$ cat src/rtl/generador_estado_if.sv
// Bus between the maintenance-count writer and its environment.
//   btn           raw maintenance button (asynchronous, bouncy)
//   clr           synchronous request to clear the count
//   estado_actual current count, fed back from the state register
//   estado        next-state value for the state register
//   evento        one-cycle pulse while estado carries an increment
//   alarma        registered threshold flag
//   sat           count is at 8'hFF
// master: the environment that owns the state register.
// slave:  the generador_estado writer.
interface generador_estado_if;
   logic       btn;
   logic       clr;
   logic [7:0] estado_actual;
   logic [7:0] estado;
   logic       evento;
   logic       alarma;
   logic       sat;

   modport master (
      output btn, clr, estado_actual,
      input  estado, evento, alarma, sat
   );

   modport slave (
      input  btn, clr, estado_actual,
      output estado, evento, alarma, sat
   );
endinterface

$ cat src/rtl/generador_estado.sv
// Next-state writer for the 8-bit maintenance-count register.
// Debounces the maintenance button, issues one increment per accepted press,
// handles synchronous clear, and flags threshold and saturation.
//   clk    system clock, rising edge
//   reset  asynchronous, active-low
//   bus    generador_estado_if.slave (btn, clr, estado_actual in;
//          estado, evento, alarma, sat out)
//
// state     | meaning
// ----------+-----------------------------------------------------
// IDLE      | button released and stable
// DEB_PRESS | counting consecutive high samples toward a press
// PRESSED   | press accepted; holding never re-triggers
// DEB_REL   | counting consecutive low samples toward a release
module generador_estado #(
   parameter int         DEB_CYCLES = 4,
   parameter logic [7:0] UMBRAL     = 8'd10
) (
   input  logic                clk,
   input  logic                reset,
   generador_estado_if.slave   bus
);

   localparam int             CW       = $clog2(DEB_CYCLES + 1);
   localparam logic [CW-1:0]  CNT_ONE  = CW'(1);
   localparam logic [CW-1:0]  CNT_LAST = CW'(DEB_CYCLES - 1);

   typedef enum logic [1:0] {
      IDLE      = 2'd0,
      DEB_PRESS = 2'd1,
      PRESSED   = 2'd2,
      DEB_REL   = 2'd3
   } state_t;

   state_t         state_q, state_d;
   logic [CW-1:0]  cnt_q, cnt_d;
   logic           inc_q, inc_d;
   logic           clr_q;
   logic           sync_1, btn_s;
   logic           alarma_q;
   logic [8:0]     suma;

   // State register, synchronizer and registered flags
   always_ff @(posedge clk or negedge reset) begin
      if (!reset) begin
         sync_1   <= 1'b0;
         btn_s    <= 1'b0;
         state_q  <= IDLE;
         cnt_q    <= '0;
         inc_q    <= 1'b0;
         clr_q    <= 1'b0;
         alarma_q <= 1'b0;
      end else begin
         sync_1   <= bus.btn;
         btn_s    <= sync_1;
         state_q  <= state_d;
         cnt_q    <= cnt_d;
         inc_q    <= inc_d;
         clr_q    <= bus.clr;
         alarma_q <= (bus.estado_actual >= UMBRAL);
      end
   end

   // Next-state logic. The run counter restarts on every transition and
   // whenever a sample breaks the run; reaching CNT_LAST while seeing one
   // more matching sample completes DEB_CYCLES in a row.
   always_comb begin
      state_d = state_q;
      cnt_d   = cnt_q;
      inc_d   = 1'b0;
      case (state_q)
         IDLE: begin
            cnt_d = '0;
            if (btn_s) begin
               if (DEB_CYCLES == 1) begin
                  state_d = PRESSED;
                  inc_d   = 1'b1;
               end else begin
                  state_d = DEB_PRESS;
                  cnt_d   = CNT_ONE;
               end
            end
         end
         DEB_PRESS: begin
            if (!btn_s) begin
               state_d = IDLE;
               cnt_d   = '0;
            end else if (cnt_q == CNT_LAST) begin
               state_d = PRESSED;
               inc_d   = 1'b1;
               cnt_d   = '0;
            end else begin
               cnt_d = cnt_q + CNT_ONE;
            end
         end
         PRESSED: begin
            cnt_d = '0;
            if (!btn_s) begin
               if (DEB_CYCLES == 1) begin
                  state_d = IDLE;
               end else begin
                  state_d = DEB_REL;
                  cnt_d   = CNT_ONE;
               end
            end
         end
         DEB_REL: begin
            if (btn_s) begin
               state_d = PRESSED;
               cnt_d   = '0;
            end else if (cnt_q == CNT_LAST) begin
               state_d = IDLE;
               cnt_d   = '0;
            end else begin
               cnt_d = cnt_q + CNT_ONE;
            end
         end
         default: begin
            state_d = IDLE;
            cnt_d   = '0;
         end
      endcase
   end

   // Outputs: clear beats increment; the increment is taken 9-bit and
   // clamped so the count never wraps.
   always_comb begin
      suma = {1'b0, bus.estado_actual} + 9'd1;
      if (clr_q)
         bus.estado = 8'h00;
      else if (inc_q)
         bus.estado = suma[8] ? 8'hFF : suma[7:0];
      else
         bus.estado = bus.estado_actual;
      bus.evento = inc_q & ~clr_q;
      bus.alarma = alarma_q;
      bus.sat    = (bus.estado_actual == 8'hFF);
   end

endmodule

$ cat src/flat_wrapper.sv
// flat-port wrapper written by rule: the top's interface ports become plain ports
module generador_estado_flat 
#(
   parameter int         DEB_CYCLES = 4,
   parameter logic [7:0] UMBRAL     = 8'd10
)
  (clk, reset, bus_btn, bus_clr, bus_estado_actual, bus_estado, bus_evento, bus_alarma, bus_sat);
  generador_estado_if bus_i ();
  input  logic clk;
  input  logic reset;
  input wire logic [$bits(bus_i.btn)-1:0] bus_btn;
  input wire logic [$bits(bus_i.clr)-1:0] bus_clr;
  input wire logic [$bits(bus_i.estado_actual)-1:0] bus_estado_actual;
  output wire logic [$bits(bus_i.estado)-1:0] bus_estado;
  output wire logic [$bits(bus_i.evento)-1:0] bus_evento;
  output wire logic [$bits(bus_i.alarma)-1:0] bus_alarma;
  output wire logic [$bits(bus_i.sat)-1:0] bus_sat;
  assign bus_i.btn = bus_btn;
  assign bus_i.clr = bus_clr;
  assign bus_i.estado_actual = bus_estado_actual;
  assign bus_estado = bus_i.estado;
  assign bus_evento = bus_i.evento;
  assign bus_alarma = bus_i.alarma;
  assign bus_sat = bus_i.sat;
  generador_estado #(.DEB_CYCLES(DEB_CYCLES), .UMBRAL(UMBRAL)) u_core (.clk(clk), .reset(reset), .bus(bus_i));
endmodule
$ cat config.mk
export PLATFORM = sky130hd
export DESIGN_NAME = generador_estado_flat
export DESIGN_NICKNAME = d
export VERILOG_FILES = /design/src/rtl/generador_estado_if.sv /design/src/rtl/generador_estado.sv /design/src/flat_wrapper.sv
export SDC_FILE = /design/constraint.sdc
export NUM_CORES = 1
export LEC_CHECK = 0
export BUFFER_PORTS_ARGS = -buffer_cell sky130_fd_sc_hd__buf_2
export CORE_AREA = 2 2 52 54
export CTS_BUF_LIST = sky130_fd_sc_hd__clkbuf_8
export DETAILED_ROUTE_END_ITERATION = 7
export DIE_AREA = 0 0 54 56
export HOLD_SLACK_MARGIN = 0.15
export PLACE_DENSITY_LB_ADDON = 0.15
export SYNTH_ARGS = -nofsm -noshare
export SYNTH_HDL_FRONTEND = slang
export SYNTH_SLANG_ARGS = --single-unit
$ cat constraint.sdc
create_clock -name clk -period 3.35 [get_ports clk]
set_input_delay 0.1675 -clock clk [delete_from_list [all_inputs] [get_ports clk]]
set_output_delay 0.1675 -clock clk [all_outputs]
set_load 0.02 [all_outputs]
Word-level counts from Yosys, hierarchy flattened
Cells that the tools add are included.
W data, S select, Z words.

cells by class
  equality and inequality tests = 9
  mux-type cells = 19
  bitwise operators = 2
  reductions and logical operators = 2
  add/sub/neg operators = 2
  magnitude comparators = 1

operator list
  kind                   count
  $mux W8                3
  $mux W2                6
  $pmux W3 S4            1
  $add A8 B1 Y9 const B  1
  $mux W3                3
  $eq A8 B8 Y1 const B   1
  $ge A8 B4 Y1 const B   1
  $pmux W2 S4            1
  $mux W1                5
  $eq A2 B2 Y1 const B   2
  $reduce_and A4 Y1      1
  $add A3 B1 Y3 const B  1
  $eq A3 B2 Y1 const B   1
  $ne A3 B1 Y1 const B   1
  $ne A3 B3 Y1 const B   1
  $eq A2 B1 Y1 const B   1
  $logic_not A2 Y1       1
  $ne A2 B1 Y1 const B   1
  $ne A2 B2 Y1 const B   1
  $and A1 B1 Y1          1
  $not A1 Y1             1

word-level totals
  input port bits = 12
  flip-flop bits (word level) = 10
  word-level logic and storage cells = 42
  output and inout bits = 11

Longest topological paths before layout
Gate-level depths: netlist of the first run.

  depth in word-level cells = 4
  depth in mapped cells = 4
  depth with buffers taken out = 4

Worst setup path after synthesis of the first run
No wires, ideal clock.

  kind = register -> output
  from = register u_core.inc_q
  to = output port bus_estado[6]
  buffers on the path = 1
  data required time = 3182 ps
  path slack = 1699 ps
  stages on the path, launching flop included = 5
  arrival time = 1483 ps
  cell sequence = dfrtp_1 -> buf_2 -> and4_1 -> and4b_1 -> a211oi_1

on the way
  word-level cells in the longest chain between the ends = 2

RTL lines
  what                      line                     RTL
  start: declaration        generador_estado.sv:37   logic inc_q, inc_d;
  start signal: assignment  generador_estado.sv:58   inc_q <= inc_d;
  $mux W8                   generador_estado.sv:131  else if (inc_q)
  $mux W8                   generador_estado.sv:129  if (clr_q)
  end: declaration          flat_wrapper.sv:14       output wire logic [$bits(bus_i.estado)-1:0] bus_estado;

No other way between the ends.

Final worst setup path of the first run
  from = register u_core.inc_q
  to = output port bus_estado[5]

The elaborated chain is that of the path after synthesis.

==> metrics.csv, run 1 <==
stage,metric,value,unit
floorplanning,fp.dieH,56,µm
logic_synthesis,synth_common_cells,"dfrtp_1 (10), nor2_1 (5), a31oi_1 (4)",
place,dpl-instance-area,737,µm²
logic_synthesis,avgSynthCellArea,9.49,µm²
logic_synthesis,ys.flop_type,dfrtp_1,
final_layout,fill_cells,255,
drt,dr.first_iter.drc_count,4,
sta,fin_crit_sh,54.3,%
global_route,antenna_found_initial,0,
global_route,grt_start_max_net_pins,11,
floorplanning,num_rows,18,
global_route,grt_first_pass_wirelength,2060,µm
sta,fmax,0.550,GHz
pwr,irDropWorstVdd,0.000256,V
setup_path,cp.required,3.18,ns
pwr,cellPowerDensity,488,nW/µm²
drt,vias_per_cell,4.63,
cts,htreeDepth,1,
drt,detail_route.wirelength,1300,µm
place,gp_congestion,0.655,
sta,hold_viol,0,
sta,setup_tns,0,ns
place,hpwlAfterDp,1010,µm
drt,drc,0,
setup_path,worstSetupStartpoint,u_core.inc_q$_DFF_PN0_,
logic_synthesis,synth-edff-count,0,
sta,max_slew_margin,80.2,%
drt,antenna_left,0,
sta,setup_viol,0,
cts,cts-resized-gates,0,
logic_synthesis,yosys-top-cells-area,"dfrtp_1 (42%), ha_1 (6.3%), and4_1 (4.4%)",
floorplanning,ios,23,
sta,skew,0.00295,ns
floorplanning,initial_core_util,24.6,%
min_path,hp-start,bus_estado_actual[7],
cts,clk_pin_slew,0.05,ns
cts,cts_sinks,10,
floorplanning,dieArea,3020,µm²
logic_synthesis,ys_warn_count,0,
final_layout,stdcell_count,120,
final_layout,finalNetCount,106,
logic_synthesis,yosysTopAreaCellShare,41.8,%
setup_path,reg2reg_from,u_core.cnt_q[0]$_DFF_PN0_,
cts,cts_buffers,3,
cts,cts_tree,built,
final_layout,antenna_cells,0,
sta,slew_viol_final,0,
logic_synthesis,synth_fp_nets,78,
final_layout,final_area,822,µm²
global_route,busiest_layer,met2,
sta,whs,0.210,ns
global_route,track_usage,8.95,%
logic_synthesis,yosys.area.top_type,dfrtp_1,
pwr,power.static_leakage,0.391,nW
setup_path,cp-start-kind,register,
final_layout,area_delta_synth_final,37.4,%
run_status,status,"complete, no violations",
flow_run,cap_violations,0,
global_route,met1_usage,10.9,%
global_route,use_met2,14.6,%
drt,drtPass1Iterations,2,
logic_synthesis,ys_seq_area_share,41.8,%
cts,clk_path_buf_depth,2,
global_route,grtUsageMet3,1.61,%
logic_synthesis,synthCells,63,
sta,tightest_slew,0.298,ns
logic_synthesis,ys_seq_elements,10,
global_route,grt_overflow,0,
drt,wire_per_inst,10.8,µm
logic_synthesis,post-synth-top-count-cell,dfrtp_1,
cts,clock_latency,0.23,ns
sta,post-route-min-period,1.82,ns
place,dp_cells,113,
final_layout,drive_gt1_share,32.2,%
logic_synthesis,syn_area,598,µm²
setup_path,crit_path_max_fanout,9,
sta,rsz0062_at_grt,false,
cts,clock-root-buffer,clkbuf_8,
setup_path,crit_type,reg2out,
min_path,min_path_type,in2reg,
setup_path,crit_arrival,1.65,ns
setup_path,cp-end-kind,primary output,
floorplanning,fp.dieW,54,µm
floorplanning,core_area,2430,µm²
logic_synthesis,synth.distinct_cells,30,
place,io_buffers,22,
drt,vias,556,
cts,post_cts_buffers,0,
global_route,grt_pass1_vias,502,
logic_synthesis,async_flop_share,100,%
==> critical path, stage by stage (launching register included) <==
cell	delay [ns]
dfrtp_1	0.46
nand4_1	0.19
or4_1	0.43
a31oi_1	0.16
buf_2	0.18
==> logic make-up (layout without fill, tap and decap cells) <==
family,Yosys count,in the layout,synth area share [%]
adder cells (fa/ha/maj),3,3,6.28
AO/OA/AOI/OAI,15,15,16.7
buffers and inverters,7,34,4.60
multiplexers,1,1,1.88
flip-flops,10,10,41.8
AND/OR/NAND/NOR,24,24,24.3
XOR/XNOR,3,3,4.39
==> what timing repair did <==
item	4_1_cts	5_1_grt
endpoints found under the setup margin	0	0
hold endpoints to repair	12	0
hold buffers	3	0
==> cells in the final DEF (no fill, tap or decap), types with 3 or more instances in the layout <==
| master | count |
|---|---|
| dlygate4sd3_1 | 3 |
| clkbuf_8 | 4 |
| nor2_1 | 5 |
| and4_1 | 3 |
| buf_2 | 22 |
| a31oi_1 | 4 |
| nand2_1 | 3 |
| dfrtp_1 | 10 |
| inv_1 | 3 |
| ha_1 | 3 |
==> stage by stage <==
step | total power, mW | util (%) | setup WS [ns]
finish | 0.401 | 33.8 | 1.53
global route | 0.432 | 33.8 | 1.41
CTS | 0.410 | 33.8 | 1.54
detailed placement | 0.256 | 30.3 | 1.76
global placement | 0.254 | 30.3 | 1.79
floorplan | 0.223 | - | 1.70
==> layer usage <==
metal	vias to the layer above	wire length (µm)
met5	-	0
met4	0	0
met3	0	85
met2	15	620
met1	252	594
li1	289	-
==> area by class of cell <==
cell class	count	area, µm²	area share, %
multi-input combinational	46	320	39.0
sequential	10	250	30.4
timing repair buffer	25	140	17.0
clock buffer	4	55.1	6.70
tap	30	37.5	4.57
inverter	5	18.8	2.28
==> sequential cells by signal (all words and copies together) (netlist names), named ones only <==
signal / cells
u_core.btn_s: 1
u_core.bus.alarma: 1
u_core.clr_q: 1
u_core.cnt_q: 3
u_core.inc_q: 1
u_core.state_q: 1
u_core.sync_1: 1
==> worst paths after layout <==
check                                                      to  slack (ns)  depth (start not counted)
worst min register to register         u_core.btn_s$_DFF_PN0_        0.34                          0
min in group asynchronous              u_core.inc_q$_DFF_PN0_        0.32                          2
max in group asynchronous       u_core.state_q[0]$_DFFE_PN0P_        2.85                          2
worst max-delay path                            bus_estado[5]        1.53                          4
worst max register to register                       register        2.14                          3
worst min-delay path              u_core.bus.alarma$_DFF_PN0_        0.21                          3
==> report_power, final <==
group | total, mW | switching, mW | internal (mW)
clock | 0.146 | 0.0434 | 0.103
combinational | 0.0890 | 0.0477 | 0.0413
sequential | 0.166 | 0.0185 | 0.148
total | 0.401 | 0.110 | 0.292
Note: power is estimated with default switching activity, not from simulation.
==> run 2, diff against run 1 <==
==> constraint.sdc (replaced) <==
create_clock -name clk -period 1.6 [get_ports clk]
set_input_delay 0.08 -clock clk [delete_from_list [all_inputs] [get_ports clk]]
set_output_delay 0.08 -clock clk [all_outputs]
set_load 0.02 [all_outputs]
==> run 2 against run 1 <==
  * Global-route usage increased by 0.27 points
  * Critical path type unchanged
  * Largest power group unchanged
  * Critical endpoint unchanged
  * First-iteration DRC count grew to 4.3 times the previous value
  * Worst hold slack got worse by 0.053 ns
  * Combinational power increased by 120%
  * Routed wire length is 1.8% lower
==> metrics.csv, run 2 (synthesized netlist as in run 1, its figures left out) <==
stage,metric,value,unit,change
sta,slew_viol_final,0,,unchanged
sta,tightest_slew,0.318,ns,was 0.298 ns
place,gp_congestion,0.649,,was 0.655
drt,dr.first_iter.drc_count,17,,was 4
sta,post-route-min-period,1.52,ns,
sta,hold_viol,0,,unchanged
setup_path,critPathBufInv,1,,unchanged
place,dpl-instance-area,744,µm²,was 737 µm²
run_status,status,"complete, no violations",,unchanged
setup_path,cp-end-kind,primary output,,unchanged
floorplanning,dieArea,3020,µm²,unchanged
place,io_buffers,22,,unchanged
sta,max_slew_margin,78.8,%,was 80.2%
final_layout,final_common_cell,buf_2,,unchanged
global_route,grt_first_pass_wirelength,2100,µm,was 2060 µm
floorplanning,num_rows,18,,unchanged
setup_path,crit_arrival,1.44,ns,was 1.65 ns
final_layout,final_area,852,µm²,was 822 µm²
setup_path,slowest_stage,or4_1,,was dfrtp_1
setup_path,crit_chain,nand4_1 -> or4_1 -> a31oi_1 -> buf_4,,was nand4_1 -> or4_1 -> a31oi_1 -> buf_2
cts,clock-root-buffer,clkbuf_8,,unchanged
drt,detail_route.wirelength,1280,µm,was 1300 µm
setup_path,cp.required,1.52,ns,was 3.18 ns
cts,cts_sinks,10,,unchanged
min_path,min_path_type,in2reg,,unchanged
drt,vias,572,,was 556
final_layout,antenna_cells,0,,unchanged
sta,skew,0.00114,ns,was 0.00295 ns
cts,clk_pin_slew,0.04,ns,was 0.05 ns
place,hpwlAfterDp,975,µm,was 1010 µm
setup_path,crit_family,simple AND/OR/NAND/NOR gates,,unchanged
drt,vias_per_cell,4.69,,was 4.63
sta,fin_crit_sh,94.8,%,
final_layout,stdcell_count,122,,was 120
final_layout,fill_cells,268,,was 255
setup_path,cpPeakStageDelay,0.41,ns,was 0.46 ns
pwr,irDropWorstVdd,0.000550,V,was 0.000256 V
floorplanning,ios,23,,unchanged
global_route,grt_start_max_net_pins,11,,unchanged
final_layout,area_delta_synth_final,42.5,%,was 37.4%
drt,drtPass1Iterations,4,,was 2
drt,wire_per_inst,10.5,µm,was 10.8 µm
cts,clock_latency,0.23,ns,about the same
drt,antenna_left,0,,unchanged
final_layout,drive_gt1_share,35.9,%,was 32.2%
place,dp_cells,114,,was 113
cts,cts_buffers,3,,unchanged
cts,cts_tree,built,,unchanged
pwr,cellPowerDensity,925,nW/µm²,was 488 nW/µm²
setup_path,cp-start-kind,register,,unchanged
setup_path,crit_path_max_fanout,3,,was 9
setup_path,crit_type,reg2out,,unchanged
cts,htreeDepth,1,,unchanged
pwr,power.static_leakage,0.401,nW,was 0.391 nW
floorplanning,initial_core_util,24.6,%,unchanged
sta,fmax,0.660,GHz,
floorplanning,fp.dieH,56,µm,unchanged
drt,drc,0,,unchanged
final_layout,final_cell_mix,"buf_2 (20), dfrtp_1 (10), nor2_1 (5)",,"was buf_2 (22), dfrtp_1 (10), nor2_1 (5)"
final_layout,largest_reg_flops,3,,unchanged
global_route,grt_overflow,0,,unchanged
global_route,grt_pass1_vias,509,,was 502
global_route,track_usage,9.22,%,was 8.95%
floorplanning,fp.dieW,54,µm,unchanged
cts,clk_path_buf_depth,2,,unchanged
sta,setup_viol,0,,unchanged
final_layout,finalNetCount,109,,was 106
global_route,antenna_found_initial,0,,unchanged
flow_run,cap_violations,0,,unchanged
final_layout,largest_register,u_core.cnt_q,,unchanged
floorplanning,core_area,2430,µm²,unchanged
[run 2: cell types whose count changed in the layout (fill, tap and decap cells not counted), sizes merged]
cell	delta
buf	+2
clkbuf	-1
dlygate4sd3	+1
[run 2: metrics by stage]
step                TNS [ns]  setup WS [ns]  hold slack (ns)  util, %  total power, mW
finish                     0         0.0837            0.157     35.0            0.788
global route        -0.00487       -0.00487            0.189     35.0            0.846
global placement           0          0.241          -0.0509     30.6            0.533
detailed placement         0          0.225          -0.0527     30.6            0.535
floorplan                  0         0.0367           -0.216        -            0.467
CTS                        0         0.0150            0.151     34.0            0.797
[run 2: worst min-delay path: cells and delay by family]
kind	cells	cell delay [ns]
buf+inv	1	0.12
simple gates	1	0.06
compound gates	1	0.08
[run 2: repair_timing]
action | CTS | global route
setup buffers | 0 | 1
endpoints found under the hold margin | 13 | 0
resized for setup | 0 | 7
hold buffers | 4 | 0
endpoints found under the setup margin | 0 | 3
[run 2: path summary, 6_finish.rpt]
check | from | end | slack (ns) | depth (start not counted)
min in group asynchronous | reset | u_core.cnt_q[2]$_DFF_PN0_ | 0.24 | 2
hold reg to reg | u_core.sync_1$_DFF_PN0_ | u_core.btn_s$_DFF_PN0_ | 0.35 | 0
hold / removal | bus_estado_actual[6] | u_core.bus.alarma$_DFF_PN0_ | 0.16 | 3
setup / recovery | u_core.inc_q$_DFF_PN0_ | bus_estado[5] | 0.08 | 4
max in group asynchronous | reset | u_core.bus.alarma$_DFF_PN0_ | 1.18 | 2
setup reg to reg | u_core.cnt_q[0]$_DFF_PN0_ | register | 0.40 | 3
[run 2: area by class of cell]
cell class	count	area (µm²)	share of cell area (%)
Multi-Input combinational cell	46	330	38.8
Timing Repair Buffer	28	174	20.4
Sequential cell	10	250	29.4
Inverter	5	18.8	2.20
Tap cell	30	37.5	4.41
Clock buffer	3	41.3	4.85
[run 2: where the power goes]
group	total [mW]	switching [mW]	internal, mW	leakage (nW)
Sequential	0.347	0.0374	0.309	0.122
Combinational	0.196	0.104	0.0928	0.258
Clock	0.245	0.0822	0.163	0.0216
Total	0.788	0.223	0.565	0.401
[run 2: routing by layer]
layer / vias up / share of wire (%) / track usage [%]
li1: 293 / - / -
met1: 260 / 47 / 12.3
met2: 17 / 46 / 13.6
met3: 2 / 6.3 / 1.61
met4: 0 / 1.4 / 5.36
met5: - / 0 / 0
